File: src/rtl/mix_columns_seq_pkg.sv
// mix_columns_seq_pkg
// Shared AES definitions for the encryption-side MixColumns engine:
//   - AES_RED_POLY : GF(2^8) reduction constant (x^8 = x^4 + x^3 + x + 1)
//   - state_t / word_t / byte_t : big-endian-indexed state, column and byte types
//   - fsm_state_e  : IDLE / BUSY / DONE controller states
//   - xtime, gmul3 : GF(2^8) multiply by 2 and by 3
//   - col_base, word_byte : byte/column index helpers for the [0:127] layout
package mix_columns_seq_pkg;

    typedef logic [0:127] state_t;
    typedef logic [0:31]  word_t;
    typedef logic [0:7]   byte_t;

    localparam byte_t AES_RED_POLY = 8'h1b;
    localparam int    NUM_COLS     = 4;
    localparam int    COL_W        = 32;

    typedef enum logic [1:0] {
        IDLE,
        BUSY,
        DONE
    } fsm_state_e;

    // Multiply by 2 in GF(2^8); bit 0 is the MSB in this layout.
    function automatic byte_t xtime(input byte_t x);
        return {x[1:7], 1'b0} ^ (x[0] ? AES_RED_POLY : 8'h00);
    endfunction

    // Multiply by 3 in GF(2^8): 2x + x.
    function automatic byte_t gmul3(input byte_t x);
        return xtime(x) ^ x;
    endfunction

    // First bit index of column c inside a 128-bit state (32*c).
    function automatic logic [6:0] col_base(input logic [1:0] c);
        return {c, 5'b00000};
    endfunction

    // Row r of a 32-bit column word.
    function automatic byte_t word_byte(input word_t w, input logic [1:0] r);
        return w[{r, 3'b000} +: 8];
    endfunction

endpackage

File: src/rtl/mix_column_word.sv
// mix_column_word
// Purely combinational AES MixColumns transform of a single column.
// Ports:
//   col_in  [0:31] : input column, row r = col_in[8r +: 8]
//   col_out [0:31] : transformed column, same row layout
module mix_column_word
    import mix_columns_seq_pkg::*;
(
    input  logic [0:31] col_in,
    output logic [0:31] col_out
);

    byte_t a0, a1, a2, a3;
    byte_t b0, b1, b2, b3;

    // Multiply the column by the fixed circulant matrix [2 3 1 1].
    always_comb begin
        a0 = word_byte(col_in, 2'd0);
        a1 = word_byte(col_in, 2'd1);
        a2 = word_byte(col_in, 2'd2);
        a3 = word_byte(col_in, 2'd3);
        b0 = xtime(a0) ^ gmul3(a1) ^ a2        ^ a3;
        b1 = a0        ^ xtime(a1) ^ gmul3(a2) ^ a3;
        b2 = a0        ^ a1        ^ xtime(a2) ^ gmul3(a3);
        b3 = gmul3(a0) ^ a1        ^ a2        ^ xtime(a3);
        col_out = {b0, b1, b2, b3};
    end

endmodule

File: src/rtl/mix_columns_seq.sv
// mix_columns_seq
// Sequential AES MixColumns: accepts a 128-bit state, runs one column per
// clock through a single shared column multiplier, then holds the result
// until downstream accepts it.
// Ports:
//   clk, rst          : clock, synchronous active-high reset
//   in [0:127]        : input state (column c = bits 32c +: 32)
//   in_valid/in_ready : input handshake, in_ready high only in IDLE
//   out [0:127]       : result state, valid while out_valid is high
//   out_valid/out_ready : output handshake
//   busy              : high while computing or holding a result
module mix_columns_seq
    import mix_columns_seq_pkg::*;
(
    input  logic         clk,
    input  logic         rst,
    input  logic [0:127] in,
    input  logic         in_valid,
    output logic         in_ready,
    output logic [0:127] out,
    output logic         out_valid,
    input  logic         out_ready,
    output logic         busy
);

    fsm_state_e  state_q,     state_d;
    logic [1:0]  col_q,       col_d;
    state_t      src_q,       src_d;
    state_t      out_q,       out_d;
    logic        out_valid_q, out_valid_d;
    logic        in_ready_q,  in_ready_d;
    logic        busy_q,      busy_d;

    word_t       word_in;
    word_t       word_out;

    // The single column multiplier is time-shared; col selects its source.
    always_comb begin
        word_in = src_q[col_base(col_q) +: COL_W];
    end

    mix_column_word u_word (
        .col_in  (word_in),
        .col_out (word_out)
    );

    // Next-state logic. The source register is captured only on acceptance,
    // so later changes on 'in' cannot disturb a running operation.
    // in_ready and busy are derived from the next state so they are
    // registered alongside it.
    always_comb begin
        state_d     = state_q;
        col_d       = col_q;
        src_d       = src_q;
        out_d       = out_q;
        out_valid_d = out_valid_q;
        case (state_q)
            IDLE: begin
                if (in_valid) begin
                    src_d   = in;
                    col_d   = 2'd0;
                    state_d = BUSY;
                end
            end
            BUSY: begin
                out_d[col_base(col_q) +: COL_W] = word_out;
                col_d = col_q + 2'd1;
                if (col_q == 2'd3) begin
                    state_d     = DONE;
                    out_valid_d = 1'b1;
                end
            end
            DONE: begin
                if (out_ready) begin
                    out_valid_d = 1'b0;
                    state_d     = IDLE;
                end
            end
            default: begin
                state_d = IDLE;
            end
        endcase
        in_ready_d = (state_d == IDLE);
        busy_d     = (state_d != IDLE);
    end

    // State and output registers; reset abandons any operation in flight.
    always_ff @(posedge clk) begin
        if (rst) begin
            state_q     <= IDLE;
            col_q       <= 2'd0;
            src_q       <= '0;
            out_q       <= '0;
            out_valid_q <= 1'b0;
            in_ready_q  <= 1'b1;
            busy_q      <= 1'b0;
        end else begin
            state_q     <= state_d;
            col_q       <= col_d;
            src_q       <= src_d;
            out_q       <= out_d;
            out_valid_q <= out_valid_d;
            in_ready_q  <= in_ready_d;
            busy_q      <= busy_d;
        end
    end

    assign out       = out_q;
    assign out_valid = out_valid_q;
    assign in_ready  = in_ready_q;
    assign busy      = busy_q;

endmodule
File: config.mk
export PLATFORM = sky130hd
export DESIGN_NAME = mix_columns_seq
export DESIGN_NICKNAME = d
export VERILOG_FILES = /design/src/rtl/mix_columns_seq_pkg.sv /design/src/rtl/mix_column_word.sv /design/src/rtl/mix_columns_seq.sv
export SDC_FILE = /design/constraint.sdc
export NUM_CORES = 1
export LEC_CHECK = 0
export ABC_AREA = 1
export BUFFER_PORTS_ARGS = -buffer_cell sky130_fd_sc_hd__buf_2
export CELL_PAD_IN_SITES_DETAIL_PLACEMENT = 0
export CELL_PAD_IN_SITES_GLOBAL_PLACEMENT = 1
export CORE_MARGIN = 2
export CORE_UTILIZATION = 35
export CTS_BUF_LIST = sky130_fd_sc_hd__clkbuf_8
export DETAILED_ROUTE_END_ITERATION = 8
export GPL_TIMING_DRIVEN = 0
export PLACE_DENSITY = 0.86
export RECOVER_POWER = 100
export SYNTH_ARGS = -nofsm -noshare
export SYNTH_HDL_FRONTEND = slang
export SYNTH_SLANG_ARGS = --single-unit
File: constraint.sdc
create_clock -name clk -period 2.2 [get_ports clk]
set_input_delay 0.22 -clock clk [delete_from_list [all_inputs] [get_ports clk]]
set_output_delay 0.22 -clock clk [all_outputs]
set_load 0.01 [all_outputs]
== Word level (Yosys, flattened, before mapping) ==
Index checks and enable logic that the tools add are counted.

* $add $sub $neg: 2
* Multipliers: 0
* Divide/modulo/power cells: 0
* Order comparisons: 0
* Eq/ne operators: 6
* Shifts and indexed selects: 3
* Muxes and demuxes: 14
* Bitwise logic cells: 21
* Reduce and logical (&&, ||, !) cells: 8

{| class="wikitable"
|+ Operators with widths
! kind !! number
|-
| 8-bit bitwise XOR || 19
|-
| 129-bit by 9-bit variable shift with 128-bit output, first input constant || 1
|-
| 128-bit by 8-bit variable part select with 129-bit output || 1
|-
| 129-bit by 9-bit variable part select with 128-bit output || 1
|-
| 128-bit bitwise mux || 1
|-
| 5-bit two-way mux || 4
|-
| 8-bit negation with 9-bit output || 1
|-
| 2-bit two-way mux || 4
|-
| 7-bit NOT with 8-bit output || 1
|-
| 8-bit by 5-bit bitwise XOR with 8-bit output || 1
|-
| 2-bit != test, second input constant || 3
|-
| 2-bit one-hot mux with 3 select lines || 1
|-
| 2-bit nonzero test || 3
|-
| 2-bit == test, second input constant || 2
|-
| 2-bit logical NOT || 2
|-
| 2-bit one-hot mux with 2 select lines || 1
|-
| 2-bit AND reduction || 2
|-
| 3-bit AND reduction || 1
|-
| 2-bit by 1-bit adder with 2-bit output, second input constant || 1
|-
| 2-bit by 1-bit == test with 1-bit output, second input constant || 1
|-
| 1-bit two-way mux || 2
|-
| 1-bit one-hot mux with 2 select lines || 1
|}

* Register bits after elaboration: 263
* Bits in latches: 0
* Bits in writable memories: 0
* ROM bits: 0
* Input port bits: 132
* Memories kept: 0

== Logic depth before layout (Yosys ltp) ==
Gate-level depths: netlist of run 1.

* Word-level depth: 10
* Gate-level depth with buffers: 16
* Gate-level depth less buffers: 14

== Hierarchy ==
Synthesis of run 1 repeated with hierarchy kept, for this count alone.

* Cell total of the unflattened synthesis: 2284
* Area, all modules: 13656.8 µm²

{| class="wikitable"
|+ Modules (own cells, without submodules)
! module !! times used !! cells an instance !! area each (µm²) !! seq. area each (µm²)
|-
| mix_columns_seq || 1 || 1873 || 11773.8 || 5265.0
|-
| mix_column_word || 1 || 411 || 1883.1 || 0.0
|}

== Worst setup path after synthesis of run 1 ==
No wires, ideal clock.

* Path type: reg2reg
* From: register col_q[0]
* To: register out_q[117], in the netlist out[10]
* Library setup time: 0.070 ns
* Arrival time: 2.165 ns
* Data required time: 2.130 ns
* Setup slack: -0.036 ns
* Cell stages (with the launch flop): 12
* Clock period less this slack: 2.236 ns
* Cells stage by stage: dfxtp_1 -> buf_6 -> inv_8 -> buf_6 -> buf_2 -> buf_1 -> ha_1 -> nand2_1 -> nor2_1 -> clkbuf_1 -> nand4_1 -> a21oi_1

* Word-level cells in the longest chain between the ends: 10

{| class="wikitable"
|+ Ends and longest elaborated chain
! what !! line !! source
|-
| start, declared || mix_columns_seq.sv:27 || <nowiki>logic [1:0] col_q, col_d;</nowiki>
|-
| start signal, assigned || mix_columns_seq.sv:99 || <nowiki>col_q <= col_d;</nowiki>
|-
| 7-bit NOT with 8-bit output (implied by the code) * || mix_columns_seq.sv:39, mix_columns_seq.sv:66 ||
|-
| 128-bit by 8-bit variable part select with 129-bit output || mix_columns_seq.sv:39 || <nowiki>word_in = src_q[col_base(col_q) +: COL_W];</nowiki>
|-
| 5-bit two-way mux || mix_columns_seq_pkg.sv:26 || <nowiki>return {x[1:7], 1'b0} ^ (x[0] ? AES_RED_POLY : 8'h00);</nowiki>
|-
| 8-bit by 5-bit bitwise XOR with 8-bit output / 8-bit bitwise XOR (equally long branches) || mix_columns_seq_pkg.sv:26 ||
|-
| 8-bit bitwise XOR || mix_columns_seq_pkg.sv:31 || <nowiki>return xtime(x) ^ x;</nowiki>
|-
| 8-bit bitwise XOR (on tied branches) (3 in a row) || mix_column_word.sv:25, mix_column_word.sv:22 ||
|-
| 129-bit by 9-bit variable part select with 128-bit output || mix_columns_seq.sv:66 || <nowiki>out_d[col_base(col_q) +: COL_W] = word_out;</nowiki>
|-
| 128-bit bitwise mux * || mix_columns_seq.sv:66 ||
|-
| end signal, assigned || mix_columns_seq.sv:101 || <nowiki>out_q <= out_d;</nowiki>
|-
| end, declared || mix_columns_seq.sv:29 || <nowiki>state_t out_q, out_d;</nowiki>
|}

Every way passes the cells marked *; elsewhere a longest branch is shown, timed or not.
A chain may end at the register's enable or synchronous reset.

== Final worst setup path of run 1 ==
* From: register col_q[0]
* To: register out_q[104], in the netlist out[23]

The elaborated chain is that of the path after synthesis.

==> reports/results.txt, run 1 <==
Status: finished, final reports clean
Final setup violation count: 0
Sink Count: 263
Vias in the first global route: 14282
Later-pin clock latency in the skew report: 0.57 ns
Critical Path RT: 2.67 ns
Mapped Cells: 1950
VDD IR-drop max: 0.000491 V
Final wirelength: 52.5 mm
Share of layout cells above drive strength 1: 0.170
Drt via density: 5.20
DIE WIDTH: 194 um
Max-cap viol count: 0
Clock buffer depth: 3
CP startpoint: col_q[0]
HP Class: in -> reg
Place WS: -0.849 ns
Gr ovfl total: 0
Clk_skew: 0.0307 ns
CTS tree: done
R2R Path End: out[23]
Layout area overhead: 37.6%
Routed WL per cell: 18.1 um
Most frequent cells in the layout: nand2_1, dfxtp_1, nor2_1
Worst hold start: rst
Bufs and invs on worst path: 6
Final min period: 2.12 ns
Critical path capture point type: flop
Least-Margin Pin Slew: 0.760 ns
WHS Path Cells: 2
Sequential fraction of the synthesis area: 0.415
Period utilization: 0.963
Unrepaired setup endpoints after global routing: yes
HPWL after DPL: 38.8 mm
Initial antenna violation count: 0
First-pass GRT wire length: 79.3 mm
Netlist cell types: 29
CP Class: reg -> reg
Final count of hold timing violations: 0
H-tree Lvls: 2
Cell Area, Placed: 14600 sq um
Fin. max-slew vios: 0
Fin area: 17500 sq um
Area of the die: 37800 sq um
Die height: 194 um
R2r startpoint: col_q[0]
Root Driver: clkbuf_8
Mapped Avg Cell Area: 6.51 sq um
Drt first pass iters: 8
Largest net degree at the start of global routing: 13
Leading cell type in the layout, fill and taps excluded: nand2_1
#FFs+latches synth: 263
CORE AREA: 35700 sq um
TritonCTS Buffers: 46
CP most frequent cell: buf_12
Reg clk slew, reported paths: 0.06 ns
Crit path launch type: flop
DRT iter0 DRCs: 1259
Worst setup margin: 0.0821 ns
Reg2reg path depth: 11
I/O Pins: 263
Leakage power total: 7.57 nW
CP max FO: 11
Via Count: 15102
Nets@finish: 2551
Net count after synthesis: 2086
# rows: 69
Netlist Area Pre-Place: 12700 sq um
DRC: 0
Initial Utilization: 0.356
CP max stage delay: 0.36 ns
Setup slack, reg-to-reg: 0.08 ns
Hold Path Sink: state_q[1]
FMAX: 472 MHz
I/O Buffers: 261
Hold Slack: 0.0388 ns
Slowest CP cell: dfxtp_4
Syn. warnings: 0
Power per cell area: 797 nW/um^2
Fill count: 3647
Max_slew headroom: 0.493
Largest delay contributor family on the critical path: buffers and inverters
Antenna cell count: 0
DRT antenna net count: 0
Gr usage total: 0.267
Gpl congestion: 0.898
Crit path cell chain: buf_12, clkinv_8, buf_12, buf_12, buf_12, ha_2, nand2_4, nor2_4, clkbuf_8, nand4_1, a21oi_2
Worst Path Arrival: 2.59 ns
metal layers:
layer  GRT usage  share of wire
met1       0.341           0.42
met5           0              0
met2       0.440           0.45
met4       0.123          0.049
met3      0.0462          0.083
synth_stat cells:
library cell,instances,area [sq um]
a211oi_1,1,7.51
a21o_1,1,7.51
a21oi_1,142,711
buf_1,5,18.8
buf_2,8,40.0
buf_4,10,75.1
buf_6,10,113
clkbuf_1,89,334
dfxtp_1,263,5270
ha_1,4,50.1
inv_1,41,154
inv_2,7,26.3
inv_4,1,6.26
inv_8,1,11.3
nand2_1,693,2600
nand2_2,35,219
nand2_4,2,22.5
nand3_1,185,926
nand3_2,1,10.0
nand3b_1,7,52.6
nand4_1,61,382
nor2_1,242,908
nor2_2,1,6.26
o21a_1,1,7.51
o21ai_0,128,641
o31ai_1,1,7.51
xnor2_1,8,70.1
xor2_1,1,8.76
xor2_2,1,16.3
state kept, by name, summed over array words and instances, names as in the netlist:
| signal | flops |
|---|---|
| col_q | 2 |
| out | 128 |
| src_q | 128 |
| in_ready | 1 |
| out_valid | 1 |
| state_q | 2 |
| busy | 1 |
metrics by stage:
stage	setup TNS (ns)	std cells	total power, mW	utilization
2_1_floorplan	0	1950	7.42	-
3_3_place_gp	-47.60	2672	8.57	0.409
3_5_place_dp	-52.00	2672	8.62	0.409
4_1_cts	-2.49	2880	13.6	0.476
5_1_grt	-0.196	2907	14.6	0.490
6_report	0	2907	13.9	0.490
timing repair:
action,in CTS,in global routing
endpoints found under the hold margin,127,0
hold buffers,126,0
setup buffers,2,24
setup endpoints to repair,188,176
pin swaps,3,26
gates resized for setup,51,156
cloned,1,3
power breakdown:
part / switching [mW] / leakage [nW] / internal, mW / total, mW
clock: 2.07 / 0.541 / 2.69 / 4.76
combinational: 2.65 / 4.88 / 1.30 / 3.95
sequential: 0.172 / 2.15 / 5.04 / 5.21
area by class of cell:
class                   instances  area (sq um)  share of cell area
multi-input cells            1518          7070               0.405
flip-flops and latches        263          5270               0.302
repair buffers                414          2610               0.149
well taps                     461           577              0.0330
plain buffers                 122           777              0.0445
clock inverters                22           184              0.0105
inverters                      50           203              0.0116
clock buffers                  57           785              0.0449
cells by family (layout without fill, tap and decap cells):
family	count (synthesis)	in the layout	share of synthesized area
adders and majority gates	4	4	0.00394
AOI/OAI and AO/OA	274	274	0.109
and+or+nand+nor	1227	1230	0.404
buffers and inverters	172	665	0.0613
DFF	263	263	0.415
xor gates and xnor gates	10	10	0.00749
worst register-to-register path, delay by kind of cell, from the launching register on:
kind	cells	cell delay [ns]
and+or+nand+nor	3	0.46
AOI/OAI and AO/OA	1	0.17
buffers and inverters	6	0.84
DFF	1	0.36
adders and majority gates	1	0.19
how the worst max path moves through the flow:
stage | slack, ns | cells past startpoint | to
6_report | 0.08 | 11 | out[23]
5_1_grt | -0.05 | 14 | out[59]
4_1_cts | -0.11 | 12 | out[18]
3_5_place_dp | -0.85 | 11 | out[12]
3_3_place_gp | -0.81 | 11 | out[12]
2_1_floorplan | 0.11 | 11 | out[10]
Note: power is estimated with default switching activity, not from simulation.
==> inputs of run 2 (changes only) <==
- HOLD_SLACK_MARGIN: default -> 0.1
- SLEW_MARGIN: default -> 20
- clock period: 2.2 -> 1.8 ns (I/O delays scaled with it)
==> run 2 against run 1 <==
The flow now finishes with violations (setup timing). Clock power grew 14%. Clock-buffer cell count shrank 6. Critical path type unchanged. Flip-flop and latch count is the same.
==> reports/results.txt, run 2 (synthesis gave the netlist of run 1 again) <==
DRT antenna net count: 0 (unchanged)
I/O Buffers: 261 (unchanged)
Reg clk slew, reported paths: 0.07 ns (about the same)
Area of the die: 37800 sq um (unchanged)
Initial antenna violation count: 0 (unchanged)
DRC: 0 (unchanged)
Critical path capture point type: flop
Nets@finish: 2602 (+2.0%)
Root Driver: clkbuf_8
Fin area: 19600 sq um (+12%)
Leading cell type in the layout, fill and taps excluded: nand2_1
Antenna cell count: 0 (unchanged)
CP max FO: 10 (-1)
Max_slew headroom: 0.501 (+0.00778)
Initial Utilization: 0.356 (unchanged)
Drt first pass iters: 5 (-3)
Final wirelength: 56.1 mm (+7.0%)
Hold Slack: 0.301 ns (+0.262 ns)
Fill count: 3429 (-6.0%)
I/O Pins: 263 (unchanged)
Clk_skew: 0.0303 ns (-0.000386 ns)
HPWL after DPL: 39.3 mm (+1.2%)
Share of layout cells above drive strength 1: 0.307 (+0.137)
Gr ovfl total: 0 (unchanged)
Power per cell area: 911 nW/um^2 (+14%)
Sink Count: 263 (unchanged)
Final count of hold timing violations: 0 (unchanged)
Final TNS setup: -16.37 ns (-16.37 ns)
H-tree Lvls: 2 (unchanged)
Leakage power total: 8.39 nW (+11%)
CP startpoint: col_q[0]
Worst setup margin: -0.205 ns (-0.287 ns)
Routed WL per cell: 19.0 um (+5.2%)
Failing checks: setup timing
Worst hold start: rst
Cell Area, Placed: 14700 sq um (+0.66%)
Gr usage total: 0.283 (+0.0163)
Status: finished with violations
Final min period: 2.00 ns (-0.113 ns)
Gpl congestion: 0.930 (+3.6%)
CORE AREA: 35700 sq um (unchanged)
TritonCTS Buffers: 45 (-2.2%)
Least-Margin Pin Slew: 0.748 ns (-0.0117 ns)
DRT iter0 DRCs: 1328 (+5.5%)
Later-pin clock latency in the skew report: 0.59 ns (+0.02 ns)
Via Count: 15633 (+3.5%)
Max-cap viol count: 0 (unchanged)
FMAX: 499 MHz (+5.6%)
R2r startpoint: col_q[0]
HP Class: in -> reg
Place WS: -0.763 ns (+0.0863 ns)
Fin. max-slew vios: 0 (unchanged)
VDD IR-drop max: 0.000571 V (+16%)
Period utilization: 1.11 (+0.151)
Worst Path Arrival: 2.44 ns (-0.15 ns)
DIE WIDTH: 194 um (unchanged)
Crit path launch type: flop
Die height: 194 um (unchanged)
CTS tree: done
Critical Path RT: 2.24 ns (-0.43 ns)
First-pass GRT wire length: 84.0 mm (+5.9%)
# rows: 69 (unchanged)
Layout area overhead: 54.4%
Clock buffer depth: 3 (unchanged)
Unrepaired setup endpoints after global routing: yes
Largest net degree at the start of global routing: 13 (unchanged)
Vias in the first global route: 14900 (+4.3%)
Final setup violation count: 146 (+146)
Most frequent cells in the layout: nand2_1, dfxtp_1, nor2_1
Drt via density: 5.29 (+1.8%)
CP Class: reg -> reg
## run 2: changes by cell type in the layout (fill, tap and decap cells not counted), sizes merged
cell         change
inv              +4
buf             +47
bufinv           -1
clkbuf           -6
dlygate4sd3      +4
clkinv           +1
## run 2: layer usage
metal  up-vias  share of wire  GRT usage
li1       7420              -          -
met1      7360           0.41      0.360
met2       725           0.48      0.490
met3       128          0.080     0.0463
met4         0          0.032     0.0895
met5         -              0          0
## run 2: final cells by class
type,count,area [sq um],share of cell area
Buffer,121,971,0.0495
Inverter,50,248,0.0126
Clock buffer,51,702,0.0358
Timing Repair Buffer,466,3200,0.163
Tap cell,461,577,0.0294
Sequential cell,263,5270,0.269
Multi-Input combinational cell,1518,8450,0.431
Timing Repair inverter,1,11.3,0.000574
Clock inverter,25,173,0.00881
## run 2: report_power, final
part	internal [mW]	switching, mW	leakage, nW
sequential	6.16	0.238	2.15
clock	2.88	2.52	0.505
combinational	2.17	3.89	5.73
## run 2: path summary, 6_finish.rpt
check | slack, ns | to | cells after the start
max | -0.20 | out[26] | 13
max reg2reg | -0.20 | out[26] | 13
min reg2reg | 0.46 | out[10] | 2
min | 0.30 | out[96] | 3
## run 2: through the flow
step,power (mW),util,cells
after CTS,17.1,0.526,2933
after detailed placement,10.6,0.412,2672
after global placement,10.5,0.412,2672
final,17.9,0.550,2956
after floorplan,9.10,-,1950
after global routing,18.6,0.550,2956
## run 2: worst max-delay path, cell delays in order, from the launching register on
cell	delay (ns)
dfxtp_4	0.38
buf_12	0.17
inv_8	0.06
buf_12	0.15
nand2_1	0.07
nand3_2	0.08
nand2_4	0.15
inv_2	0.06
nand2_2	0.10
nand2_4	0.08
nand2_2	0.07
nand3b_1	0.21
nand4_1	0.19
a21oi_1	0.08
## run 2: timing repair
action | CTS | global route
gates resized for setup | 396 | 224
pin swaps | 102 | 115
hold buffers | 130 | 0
hold endpoints to repair | 131 | 0
buffers inserted | 45 | 21
setup endpoints to repair | 250 | 248
cloned | 11 | 2
==> inputs of run 3 (changes only) <==
- CTS_BUF_LIST: sky130_fd_sc_hd__clkbuf_8 -> default
- PLACE_DENSITY: 0.86 -> 0.83
- clock period: 1.8 -> 1.9 ns (I/O delays scaled with it)
==> run 3 against run 2 <==
The run still ends with setup timing left. Critical path depth increased by 2. Core utilization decreased by 1.6 points. Clock-buffer cell count decreased by 17. Largest power group is now the clock network. Setup slack improved by 0.020 ns. Global-route usage decreased by 1.1 points. Combinational power decreased by 10%. Via count decreased by 1.7%. Flip-flop and latch count unchanged. Sequential share of layout area increased by 0.78 points. First-iteration DRC count decreased by 10%. Hold slack got worse by 0.18 ns. Wire length decreased by 2.4%.
==> reports/results.txt, run 3 (synthesis gave the netlist of run 1 again) <==
CORE AREA: 35700 sq um (unchanged)
Nets@finish: 2565 (-1.4%)
Final setup violation count: 118 (-19%)
Clock buffer depth: 3 (unchanged)
Gr usage total: 0.273 (-0.0105)
Initial Utilization: 0.356 (unchanged)
Share of layout cells above drive strength 1: 0.264 (-0.0425)
CP max FO: 6 (-4)
Final wirelength: 54.8 mm (-2.4%)
P_int: 11.6 mW (+3.6%)
DRT iter0 DRCs: 1194 (-10%)
Sequential standard cell area: 5270 sq um (about the same)
Largest net degree at the start of global routing: 15 (+2)
Switching portion of total power: 0.344 (-0.0286)
CTS tree: done
Status: finished with violations
Multi-input gate area: 8050 sq um (-4.8%)
CP Class: reg -> reg
VDD IR-drop max: 0.000683 V (+19%)
I/O Buffers: 261 (unchanged)
Sink Count: 263 (unchanged)
Worst Path Arrival: 2.56 ns (+0.12 ns)
Max-cap viol count: 0 (unchanged)
Vias in the first global route: 14427 (-3.2%)
First-pass GRT wire length: 80.5 mm (-4.1%)
Max_slew headroom: 0.518 (+0.0168)
Part of the power in registers: 0.341 (-0.017)
DRT antenna net count: 0 (unchanged)
Crit path launch type: flop
Most frequent cells in the layout: nand2_1, dfxtp_1, nor2_1
DIE WIDTH: 194 um (unchanged)
Power per cell area: 929 nW/um^2 (+2.0%)
Leakage power total: 8.05 nW (-4.0%)
Slowest CP cell: dfxtp_4
HP Class: in -> reg
Final min period: 2.08 ns (+0.0797 ns)
Reg clk slew, reported paths: 0.06 ns (about the same)
Root Driver: clkbuf_16
Via Count: 15375 (-1.7%)
Area of the die: 37800 sq um (unchanged)
Gr ovfl total: 0 (unchanged)
Clock power frac: 0.351 (+0.048)
Critical Path RT: 2.38 ns (+0.14 ns)
Worst setup margin: -0.185 ns (+0.0203 ns)
Power Total: 17.7 mW (-0.95%)
Routed WL per cell: 18.8 um (-0.91%)
FMAX: 480 MHz (-3.8%)
DRC: 0 (unchanged)
Leading cell type in the layout, fill and taps excluded: nand2_1
Initial antenna violation count: 0 (unchanged)
I/O Pins: 263 (unchanged)
Gpl congestion: 0.919 (-1.2%)
Layout area overhead: 50.0%
Later-pin clock latency in the skew report: 0.56 ns (-0.03 ns)
# rows: 69 (unchanged)
Fill count: 3542 (+3.3%)
Final count of hold timing violations: 0 (unchanged)
HPWL after DPL: 39.7 mm (+1.1%)
Clk_skew: 0.0143 ns (-0.0160 ns)
Drt first pass iters: 7 (+2)
Period utilization: 1.10 (-0.0167)
Drt via density: 5.28 (-0.13%)
Unrepaired setup endpoints after global routing: yes
Net switching power: 6.08 mW (-8.5%)
Bufs and invs on worst path: 4 (unchanged)
CP max stage delay: 0.39 ns (about the same)
Largest delay contributor family on the critical path: simple AND/OR/NAND/NOR gates
Antenna cell count: 0 (unchanged)
Least-Margin Pin Slew: 0.723 ns (-0.0253 ns)
Crit path cell chain: buf_12, inv_12, buf_8, buf_12, nand2_1, nand3_2, nand2_4, nand2_2, nand2_4, nand2_1, nand2_1, nand3_2, nand2_4, nand3_1, a21oi_2
Failing checks: setup timing
Critical path capture point type: flop
Die height: 194 um (unchanged)
TritonCTS Buffers: 28 (-38%)
Combinational power share: 0.307 (-0.032)
H-tree Lvls: 1 (-1)
Fin. max-slew vios: 0 (unchanged)
Final TNS setup: -8.58 ns (+7.79 ns)
-- run 3: cell types whose count changed in the layout (fill, tap and decap cells not counted), sizes merged --
cell,change
buf,-20
bufinv,+5
clkbuf,-16
clkinv,-1
clkinvlp,+3
inv,-15
nand2,-1
-- run 3: per-layer routing --
metal  part of all wire  routed length (um)  vias up  global-route usage
li1                   -                   -     7329                   -
met1               0.42               23100     7222               0.350
met2               0.46               25100      686               0.453
met3              0.071                3890      138              0.0375
met4              0.049                2690        0               0.130
met5                  0                   0        -                   0
-- run 3: layout make-up --
cell class / instances / area share
multi-input combinational: 1517 / 0.423
sequential: 263 / 0.277
timing repair buffer: 446 / 0.155
buffer: 122 / 0.0478
clock buffer: 34 / 0.0412
tap: 461 / 0.0303
clock inverter: 17 / 0.0142
inverter: 50 / 0.0118
timing repair inverter: 1 / 0.000460
-- run 3: metrics by stage --
step	utilization	worst slack (ns)	instance area (sq um)	instances	hold slack [ns]
floorplan	-	0.00838	12700	1950	0.357
global placement	0.410	-0.795	14600	2672	0.448
detailed placement	0.410	-0.823	14600	2672	0.452
CTS	0.505	-0.122	18000	2883	0.113
global route	0.534	-0.256	19000	2911	0.164
finish	0.534	-0.185	19000	2911	0.123
-- run 3: repair_timing --
item                                    in CTS  in global routing
hold endpoints to repair                   130                  0
buffers inserted                            28                 23
resized for setup                          231                257
cloned                                       2                  5
pin swaps                                   37                114
hold buffers                               130                  0
endpoints found under the setup margin     250                204
-- run 3: worst paths after layout --
path,start,to,slack (ns),cells after the start
worst max-delay path,col_q[0],out[99],-0.18,15
worst min-delay path,rst,in_ready,0.12,3
worst max register to register,col_q[0],out[99],-0.18,15
worst min register to register,out[5],out[5],0.47,2
-- run 3: power by group through the flow --
| stage | combinational [mW] | sequential (mW) | clock, mW |
|---|---|---|---|
| 6_report | 5.43 | 6.04 | 6.22 |
| 5_1_grt | 5.83 | 6.07 | 6.45 |
| 4_1_cts | 4.67 | 6.02 | 6.26 |
| 3_5_place_dp | 3.89 | 6.14 | 0 |
| 3_3_place_gp | 3.84 | 6.13 | 0 |
| 2_1_floorplan | 2.48 | 6.12 | 0 |
-- run 3: tightest hold or removal path, stage by stage --
cell,delay (ns)
clkbuf_1,0.16
a21oi_1,0.19
nor2_1,0.09
